### src/rtl/rt_pkg.sv
// -----------------------------------------------------------------------------
// rt_pkg
// Shared ray-tracing types and constants.
//   fip32_t   : signed Q16.16 fixed point (32'sh00010000 = 1.0)
//   vec3_t    : packed [0:2] vector of fip32_t
//   hit_rec_t : nearest-hit record {hit, t, normal, tri_id}
//   chu_state_t : closest_hit_unit FSM state encoding
// No ports (package).
// -----------------------------------------------------------------------------
package rt_pkg;

    typedef logic signed [31:0] fip32_t;
    typedef fip32_t [0:2]       vec3_t;

    localparam fip32_t FIP_ONE = 32'sh00010000;
    localparam fip32_t FIP_MAX = 32'sh7FFFFFFF;

    // Width of the triangle index stored inside a hit record.
    localparam int REC_ID_W = 16;

    typedef struct packed {
        logic                hit;
        fip32_t              t;
        vec3_t               normal;
        logic [REC_ID_W-1:0] tri_id;
    } hit_rec_t;

    // Value of the accumulator at the start of every ray: no hit, t at +max.
    localparam hit_rec_t HIT_REC_EMPTY = '{
        hit:    1'b0,
        t:      FIP_MAX,
        normal: '0,
        tri_id: '0
    };

    typedef enum logic [0:0] {
        ST_ACCUM  = 1'b0,
        ST_OUTPUT = 1'b1
    } chu_state_t;

endpackage

### src/rtl/closest_hit_unit_hit_select.sv
// -----------------------------------------------------------------------------
// hit_select
// Combinational compare/select of one intersection beat against the current
// best record of the ray. Produces the record the accumulator should hold if
// the beat is accepted.
// Ports:
//   i_best     in  hit_rec_t   current best record
//   i_result   in  1           triangle reported a hit
//   i_invalid  in  1           intersection arithmetic overflow/div-by-0
//   i_t        in  fip32_t     ray parameter of this triangle
//   i_normal   in  vec3_t      normal of this triangle
//   i_tri_id   in  REC_ID_W    triangle index
//   o_next     out hit_rec_t   candidate next best record
//   o_take     out 1           beat replaces the current best
// -----------------------------------------------------------------------------
module hit_select
    import rt_pkg::*;
(
    input  hit_rec_t            i_best,
    input  logic                i_result,
    input  logic                i_invalid,
    input  fip32_t              i_t,
    input  vec3_t               i_normal,
    input  logic [REC_ID_W-1:0] i_tri_id,
    output hit_rec_t            o_next,
    output logic                o_take
);

    fip32_t w_best_t;
    logic   w_qualify;
    logic   w_closer;

    assign w_best_t  = i_best.t;
    assign w_qualify = i_result & ~i_invalid;
    // Strict less-than: an equal t keeps the earlier triangle.
    assign w_closer  = (i_t < w_best_t);
    assign o_take    = w_qualify & (~i_best.hit | w_closer);

    always_comb begin
        o_next = i_best;
        if (o_take) begin
            o_next.hit    = 1'b1;
            o_next.t      = i_t;
            o_next.normal = i_normal;
            o_next.tri_id = i_tri_id;
        end
    end

endmodule

### src/rtl/closest_hit_unit.sv
// -----------------------------------------------------------------------------
// closest_hit_unit
// Reduces the per-triangle result stream of the intersection stage to one
// nearest-hit record per ray.
//
// Handshake: a beat moves when i_valid & o_ready are both high on a rising
// edge; a record moves when o_valid & i_ready are both high. A sender holds its
// payload stable while valid is high and ready is low.
//
// Optional feature macro: CLOSEST_HIT_STATS_EN adds o_n_tested / o_n_inval
// (saturating per-ray beat counters presented with the record).
//
// Ports:
//   i_clk, i_rst        clock, asynchronous active-high reset
//   i_valid / o_ready   intersection beat handshake
//   i_result, i_invalid hit flag and arithmetic-fault flag of the beat
//   i_t, i_normal       Q16.16 ray parameter and normal of the beat
//   i_tri_id, i_last    triangle index, final triangle of the ray
//   o_valid / i_ready   hit record handshake
//   o_hit, o_t, o_normal, o_tri_id   nearest-hit record
//   o_dbg_state         current FSM state (observation only)
//   o_n_tested, o_n_inval            per-ray counters (stats build only)
// -----------------------------------------------------------------------------
module closest_hit_unit
    import rt_pkg::*;
#(
    parameter int ID_W  = 16,
    parameter int CNT_W = 16
) (
    input  logic             i_clk,
    input  logic             i_rst,
    input  logic             i_valid,
    output logic             o_ready,
    input  logic             i_result,
    input  logic             i_invalid,
    input  fip32_t           i_t,
    input  vec3_t            i_normal,
    input  logic [ID_W-1:0]  i_tri_id,
    input  logic             i_last,
    output logic             o_valid,
    input  logic             i_ready,
    output logic             o_hit,
    output fip32_t           o_t,
    output vec3_t            o_normal,
    output logic [ID_W-1:0]  o_tri_id,
    output chu_state_t       o_dbg_state
`ifdef CLOSEST_HIT_STATS_EN
    ,
    output logic [CNT_W-1:0] o_n_tested,
    output logic [CNT_W-1:0] o_n_inval
`endif
);

    chu_state_t          r_state;
    chu_state_t          w_state_nxt;
    hit_rec_t            r_best;
    hit_rec_t            w_sel_next;
    logic                w_sel_take;
    logic                r_rdy_en;
    logic                w_ready;
    logic                w_valid;
    logic                w_beat;
    logic                w_rec_xfer;
    logic [REC_ID_W-1:0] w_beat_id;

    assign w_beat_id = REC_ID_W'(i_tri_id);

    hit_select u_hit_select (
        .i_best    (r_best),
        .i_result  (i_result),
        .i_invalid (i_invalid),
        .i_t       (i_t),
        .i_normal  (i_normal),
        .i_tri_id  (w_beat_id),
        .o_next    (w_sel_next),
        .o_take    (w_sel_take)
    );

    // ---------------------------------------------------------------------
    // FSM: state register
    // ---------------------------------------------------------------------
    always_ff @(posedge i_clk or posedge i_rst) begin
        if (i_rst) begin
            r_state <= ST_ACCUM;
        end else begin
            r_state <= w_state_nxt;
        end
    end

    // ---------------------------------------------------------------------
    // FSM: next state and handshake outputs
    // ---------------------------------------------------------------------
    always_comb begin
        w_state_nxt = r_state;
        w_ready     = 1'b0;
        w_valid     = 1'b0;
        case (r_state)
            ST_ACCUM: begin
                w_ready = r_rdy_en;
                if (i_valid && r_rdy_en && i_last) begin
                    w_state_nxt = ST_OUTPUT;
                end
            end
            ST_OUTPUT: begin
                w_valid = 1'b1;
                if (i_ready) begin
                    w_state_nxt = ST_ACCUM;
                end
            end
            default: begin
                w_state_nxt = ST_ACCUM;
            end
        endcase
    end

    assign o_ready    = w_ready;
    assign o_valid    = w_valid;
    assign w_beat     = i_valid & w_ready;
    assign w_rec_xfer = w_valid & i_ready;

    // Keeps o_ready low until the first edge after reset is released.
    always_ff @(posedge i_clk or posedge i_rst) begin
        if (i_rst) begin
            r_rdy_en <= 1'b0;
        end else begin
            r_rdy_en <= 1'b1;
        end
    end

    // ---------------------------------------------------------------------
    // Best-hit accumulator. It doubles as the output record register, so
    // the record is stable for the whole OUTPUT state by construction.
    // ---------------------------------------------------------------------
    always_ff @(posedge i_clk or posedge i_rst) begin
        if (i_rst) begin
            r_best <= HIT_REC_EMPTY;
        end else if (w_rec_xfer) begin
            r_best <= HIT_REC_EMPTY;
        end else if (w_beat && w_sel_take) begin
            r_best <= w_sel_next;
        end
    end

    assign o_hit       = r_best.hit;
    assign o_t         = r_best.t;
    assign o_normal    = r_best.normal;
    assign o_tri_id    = ID_W'(r_best.tri_id);
    assign o_dbg_state = r_state;

`ifdef CLOSEST_HIT_STATS_EN
    logic [CNT_W-1:0] r_n_tested;
    logic [CNT_W-1:0] r_n_inval;

    always_ff @(posedge i_clk or posedge i_rst) begin
        if (i_rst) begin
            r_n_tested <= '0;
            r_n_inval  <= '0;
        end else if (w_rec_xfer) begin
            r_n_tested <= '0;
            r_n_inval  <= '0;
        end else if (w_beat) begin
            if (r_n_tested != '1) begin
                r_n_tested <= r_n_tested + CNT_W'(1);
            end
            if (i_invalid && (r_n_inval != '1)) begin
                r_n_inval <= r_n_inval + CNT_W'(1);
            end
        end
    end

    assign o_n_tested = r_n_tested;
    assign o_n_inval  = r_n_inval;
`endif

endmodule

### config.mk
export PLATFORM = sky130hd
export DESIGN_NAME = closest_hit_unit
export DESIGN_NICKNAME = d
export VERILOG_FILES = /design/src/rtl/rt_pkg.sv /design/src/rtl/closest_hit_unit_hit_select.sv /design/src/rtl/closest_hit_unit.sv
export SDC_FILE = /design/constraint.sdc
export NUM_CORES = 1
export LEC_CHECK = 0
export CORE_MARGIN = 2
export CORE_UTILIZATION = 48
export CTS_CLUSTER_DIAMETER = 50
export CTS_CLUSTER_SIZE = 8
export DETAILED_ROUTE_END_ITERATION = 8
export PLACE_DENSITY = 0.82
export SETUP_SLACK_MARGIN = 0.2
export SLEW_MARGIN = 20
export SYNTH_ARGS = -nofsm -noshare
export SYNTH_HDL_FRONTEND = slang
export SYNTH_HIERARCHICAL = 1
export SYNTH_SLANG_ARGS = --single-unit
### constraint.sdc
create_clock -name i_clk -period 5.3 [get_ports i_clk]
set_clock_uncertainty 0.15 [all_clocks]
set_input_delay 0.795 -clock i_clk [delete_from_list [all_inputs] [get_ports i_clk]]
set_output_delay 0.795 -clock i_clk [all_outputs]
set_load 0.03 [all_outputs]
# Yosys cells after proc, flatten, opt, wreduce, memory -nomap -nowiden

Index checks and enable logic that the tools add are counted.
W data, S select, Z words.

Reduce and logical (&&, ||, !) cells: 6
Muxes and demuxes: 8
Bitwise logic cells: 8
Magnitude comparators: 1

Operator list:

| operator            | number |
|---|---|
| $mux W145           | 3 |
| $lt A32 B32 Y1      | 1 |
| $and A1 B1 Y1       | 4 |
| $mux W1             | 4 |
| $reduce_bool A2 Y1  | 2 |
| $logic_and A1 B1 Y1 | 3 |
| $not A1 Y1          | 3 |
| $pmux W1 S2         | 1 |
| $reduce_and A2 Y1   | 1 |
| $or A1 B1 Y1        | 1 |

Bits in registers: 147
Bits of input ports: 151
Logic and storage cells: 31
Output and inout port bits: 148

# Depth between registers and ports, before layout

Depth in word-level cells: 6
Depth in mapped cells: 15
Depth with buffers taken out: 12

# Hierarchy

Netlist, hierarchy kept.

Modules (own cells, without submodules):

| module           | seq. area each (sq um) | area an instance (sq um) | cells each | instances |
|---|---|---|---|---|
| closest_hit_unit | 3,717.3                | 6,791.5                  | 523        | 1 |
| hit_select       | 0.0                    | 3,014.1                  | 277        | 1 |

# Least setup slack after synthesis

OpenSTA, ideal clock, no wires.

Path type: input-to-reg
Start point: input port i_t[30]
End point: register r_best (netlist bit o_normal[51])
Stages on the path: 14
Buffers on the path: 4
Setup time: 0.125 ns
Path slack: 1.861 ns
Arrival time: 3.163 ns
Data required time: 5.025 ns
Cell sequence: ha_1 > a21oi_1 > nand2_1 > a221oi_1 > o211ai_2 > o21ba_2 > nand2_2 > inv_2 > buf_6 > nand4b_1 > buf_2 > buf_6 > buf_6 > mux2_4

Longest elaborated chain between the ends: 6
Elaborated cells on any way between the ends: 7
Those cells by class: 1 x order compare; 2 x bitwise; 4 x reduce/logical

Ends and longest elaborated chain:

| item                            | line                              | RTL |
|---|---|---|
| start: declaration              | closest_hit_unit.sv:36            | `input fip32_t i_t,` |
| $lt A32 B32 Y1 (*)              | closest_hit_unit_hit_select.sv:36 | `assign w_closer = (i_t < w_best_t);` |
| $or A1 B1 Y1 (*)                | closest_hit_unit_hit_select.sv:37 | `assign o_take = w_qualify & (~i_best.hit \| w_closer);` |
| $and A1 B1 Y1 (*)               | closest_hit_unit_hit_select.sv:37 |  |
| named net w_sel_take            | closest_hit_unit.sv:58            | `logic w_sel_take;` |
| $logic_and A1 B1 Y1             | closest_hit_unit.sv:139           | `end else if (w_beat && w_sel_take) begin` |
| $reduce_bool A2 Y1 (no line)    | --                                |  |
| $reduce_and A2 Y1 (no line) (*) | --                                |  |
| end signal: assignment          | closest_hit_unit.sv:140           | `r_best <= w_sel_next;` |
| end: declaration                | closest_hit_unit.sv:56            | `hit_rec_t r_best;` |

Mark *: on every way through the listed nets, which the timed path passes. The rest lies on a longest branch.
A chain may end at the register's enable or synchronous reset.

# Final worst setup path

Start point: input port i_t[31]
End point: register r_best (netlist bit o_tri_id[0])

Longest elaborated chain between the ends: 6
Elaborated cells on any way between the ends: 7
Those cells by class: 1 x order compare; 2 x bitwise; 4 x reduce/logical

Ends and longest elaborated chain:

| item                            | line |
|---|---|
| $lt A32 B32 Y1 (*)              | closest_hit_unit_hit_select.sv:36 |
| $or A1 B1 Y1 (*)                | closest_hit_unit_hit_select.sv:37 |
| $and A1 B1 Y1 (*)               | closest_hit_unit_hit_select.sv:37 |
| $logic_and A1 B1 Y1             | closest_hit_unit.sv:139 |
| $reduce_bool A2 Y1 (no line)    | -- |
| $reduce_and A2 Y1 (no line) (*) | -- |

Mark *: on every way between the ends. The rest lies on a longest branch, timed or not.

==> insert_results.sql <==
INSERT INTO impl_metrics (metric_group, metric, value, unit) VALUES
('run_status', 'status', 'complete, no violations', ''),
('cts', 'cts_buffers', '17', ''),
('synthesis', 'syn-instance-count', '800', ''),
('final_layout', 'drive_above_1_share', '0.309', ''),
('cts', 'clock_transition_at_the_registers_of_the_reported_paths', '0.06', 'ns'),
('placed_design', 'hpwlAfterDp', '16600', 'um'),
('cts', 'cts-htree-levels', '4', ''),
('synthesis', 'yosys.area_share.xor_xnor', '0', ''),
('sta', 'fin_hold_viols', '0', ''),
('sta', 'final.setup.worst_slack', '1.29', 'ns'),
('final_layout', 'fin_cells', '1346', ''),
('synthesis', 'post_synthesis_instance_area', '9810', 'um2'),
('synthesis', 'synth.largest_area_cell', 'sky130_fd_sc_hd__dfrtp_1', ''),
('floorplanning', 'floorplan.die_area', '21600', 'um2'),
('final_layout', 'fillers', '1538', ''),
('setup_path', 'critical_path_cell_count', '11', ''),
('placed_design', 'gpl.final_weighted_congestion', '0.774', ''),
('floorplanning', 'pin_count', '299', ''),
('grt', 'use_met1', '0.293', ''),
('grt', 'grt_max_degree', '90', ''),
('final_layout', 'num_antenna_cells', '0', ''),
('cts', 'ctsResizeCount', '0', ''),
('pwr', 'leakagePower', '6.72', 'nW'),
('sta', 'grt_setup_unrepaired', 'false', ''),
('drt', 'drt.antenna.violating_nets', '0', ''),
('grt', 'first_pass_grt_wire_length', '39700', 'um'),
('synthesis', 'most_common_cell_in_the_netlist', 'sky130_fd_sc_hd__mux2_2', ''),
('synthesis', 'synth.mux.area_fraction', '0.375', ''),
('drt', 'detailroute.via_count', '7149', ''),
('setup_path', 'worst-endpoint-required', '5.44', 'ns'),
('cts', 'clkSinkCount', '147', ''),
('floorplanning', 'core_area', '20200', 'um2'),
('grt', 'global_route.peak_usage_layer', 'met2', ''),
('floorplanning', 'row_count', '52', ''),
('floorplanning', 'y_dimension_of_the_die', '147', 'um'),
('synthesis', 'synth.avg_cell_area', '12.3', 'um2'),
('sta', 'finalCriticalPeriod', '4.01', 'ns'),
('sta', 'setup_viol', '0', ''),
('setup_path', 'crit_buf_inv', '2', ''),
('setup_path', 'r2r-start', 'o_t[30]$_DFFE_PP1P_', ''),
('synthesis', 'synth.net_count', '982', ''),
('placed_design', 'placement.setup.worst_slack', '0.839', 'ns'),
('synthesis', 'synth_edf_count', '0', ''),
('grt', 'grtUsageTotal', '0.230', ''),
('setup_path', 'timing_worst_setup_path_type', 'in2reg', ''),
('setup_path', 'critical_path.reg2reg.endpoint', 'o_tri_id[0]$_DFFE_PP0P_', ''),
('synthesis', 'post_synth_and_or_nand_nor_area_fraction', '0.0180', ''),
('worst_hold_path', 'timing.hold.worst.class', 'reg2reg', ''),
('setup_path', 'cp_common_cell', 'sky130_fd_sc_hd__mux2_2', ''),
('setup_path', 'worst_path_dominant_cell_family', 'buffers and inverters', ''),
('worst_hold_path', 'hold_start', 'r_rdy_en$_DFF_PP0_', ''),
('synthesis', 'netlist_top_cells_count', 'sky130_fd_sc_hd__mux2_2 (134), sky130_fd_sc_hd__mux2_4 (119), sky130_fd_sc_hd__dfrtp_1 (116)', ''),
('synthesis', 'share_of_the_yosys_chip_area_belonging_to_registers', '0.379', ''),
('grt', 'gr-usage-met3', '0.0773', ''),
('sta', 'slew-limit-headroom', '0.440', ''),
('synthesis', 'synth_async_sr_flop_share', '1.00', ''),
('synthesis', 'synth_adder_area_share', '0.0396', ''),
('placed_design', 'dp_cells', '1314', ''),
('grt', 'global_route.usage.met2', '0.368', ''),
('synthesis', 'yosys.cell_types.count', '38', ''),
('drt', 'remaining_drc_errors', '0', ''),
('cts', 'hold_buffers', '0', ''),
('synthesis', 'synth_top_area_share', '0.296', ''),
('sta', 'transition_time_of_the_tightest_slew_check_pin', '0.840', 'ns'),
('setup_path', 'crit_path_start_kind', 'input pin', ''),
('synthesis', 'synth_compound_area_frac', '0.120', ''),
('cts', 'clk_root_buffer_cell', 'sky130_fd_sc_hd__clkbuf_16', ''),
('pwr', 'vdd_drop_max', '0.215', 'mV'),
('drt', 'detail_route.first_pass.iterations', '4', ''),
('placed_design', 'io_buf_count', '298', ''),
('sta', 'timing.final.max_slew_violations', '0', '');
==> where the power goes <==
group          switching, mW  internal (mW)  leakage (nW)
Sequential            0.0994           1.24          1.92
Combinational          0.522          0.584          4.54
Clock                  0.493          0.695         0.263
Total                   1.11           2.52          6.72
==> cells by family after synthesis <==
| kind of cell | after synthesis |
|---|---|
| mux | 290 |
| compound gates | 171 |
| flops | 147 |
| buf+inv | 128 |
| simple gates | 32 |
| fa+ha+maj | 31 |
| other cells | 1 |
==> layer usage <==
layer / part of all wire / wire, um
met1: 0.42 / 10600
met2: 0.47 / 11800
met3: 0.079 / 1960
met4: 0.025 / 625
met5: 0 / 0
==> worst max-delay path by stage <==
| stage | slack (ns) | endpoint |
|---|---|---|
| after detailed placement | 0.84 | o_normal[6]$_DFFE_PP0P_ |
| after global placement | 0.89 | o_tri_id[4]$_DFFE_PP0P_ |
| after floorplan | 0.45 | o_dbg_state$_DFF_PP0_ |
| after global routing | 1.16 | o_tri_id[2]$_DFFE_PP0P_ |
| after CTS | 1.30 | o_normal[6]$_DFFE_PP0P_ |
| final | 1.29 | o_tri_id[0]$_DFFE_PP0P_ |
==> worst reg2reg max path, delay by kind of cell (launching register included) <==
| kind | cells | cell delay, ns |
|---|---|---|
| buffers and inverters | 2 | 0.58 |
| AND/OR/NAND/NOR | 3 | 0.78 |
| multiplexers | 2 | 0.69 |
| adder cells (fa/ha/maj) | 1 | 0.31 |
| AO/OA/AOI/OAI | 3 | 0.53 |
| flip-flops | 1 | 0.57 |
==> layout by cell type (no fill, tap or decap), types with 3 or more instances in the layout <==
master / netlist / final
sky130_fd_sc_hd__mux2_4: 119 / 119
sky130_fd_sc_hd__ha_1: 31 / 31
sky130_fd_sc_hd__dfrtp_1: 116 / 115
sky130_fd_sc_hd__clkdlybuf4s50_1: 0 / 297
sky130_fd_sc_hd__a21boi_0: 114 / 114
sky130_fd_sc_hd__mux2_1: 5 / 5
sky130_fd_sc_hd__clkinvlp_4: 0 / 5
sky130_fd_sc_hd__o21ai_0: 4 / 4
sky130_fd_sc_hd__inv_1: 63 / 62
sky130_fd_sc_hd__nor2_1: 6 / 6
sky130_fd_sc_hd__clkbuf_16: 0 / 17
sky130_fd_sc_hd__mux2_2: 134 / 134
sky130_fd_sc_hd__nand2_1: 11 / 11
sky130_fd_sc_hd__dfstp_2: 31 / 31
sky130_fd_sc_hd__buf_12: 0 / 3
sky130_fd_sc_hd__clkbuf_1: 28 / 3
sky130_fd_sc_hd__mux2i_1: 32 / 32
sky130_fd_sc_hd__nand2b_1: 4 / 4
sky130_fd_sc_hd__a21oi_1: 43 / 43
sky130_fd_sc_hd__buf_4: 6 / 8
==> area by class of cell <==
cell class | instances | area [um2] | area share
Sequential cell | 147 | 3720 | 0.278
Tap cell | 270 | 338 | 0.0252
Clock buffer | 20 | 437 | 0.0326
Inverter | 64 | 245 | 0.0183
Timing Repair Buffer | 308 | 3090 | 0.231
Clock inverter | 12 | 134 | 0.00999
Multi-Input combinational cell | 525 | 5430 | 0.405
==> state kept, by name (all words and copies together), names as in the netlist <==
signal and cells:
o_dbg_state 1, o_hit 1, o_tri_id 16, r_rdy_en 1
o_normal 96, o_t 32
==> stage by stage <==
step           instance area, um2  hold WS [ns]   util
5_1_grt                     13400         0.453  0.664
3_3_place_gp                12800         0.396  0.636
6_report                    13400         0.407  0.664
4_1_cts                     13400         0.415  0.664
3_5_place_dp                12800         0.407  0.636
2_1_floorplan                9810         0.373      -
Power figures use the tool's default switching activity.
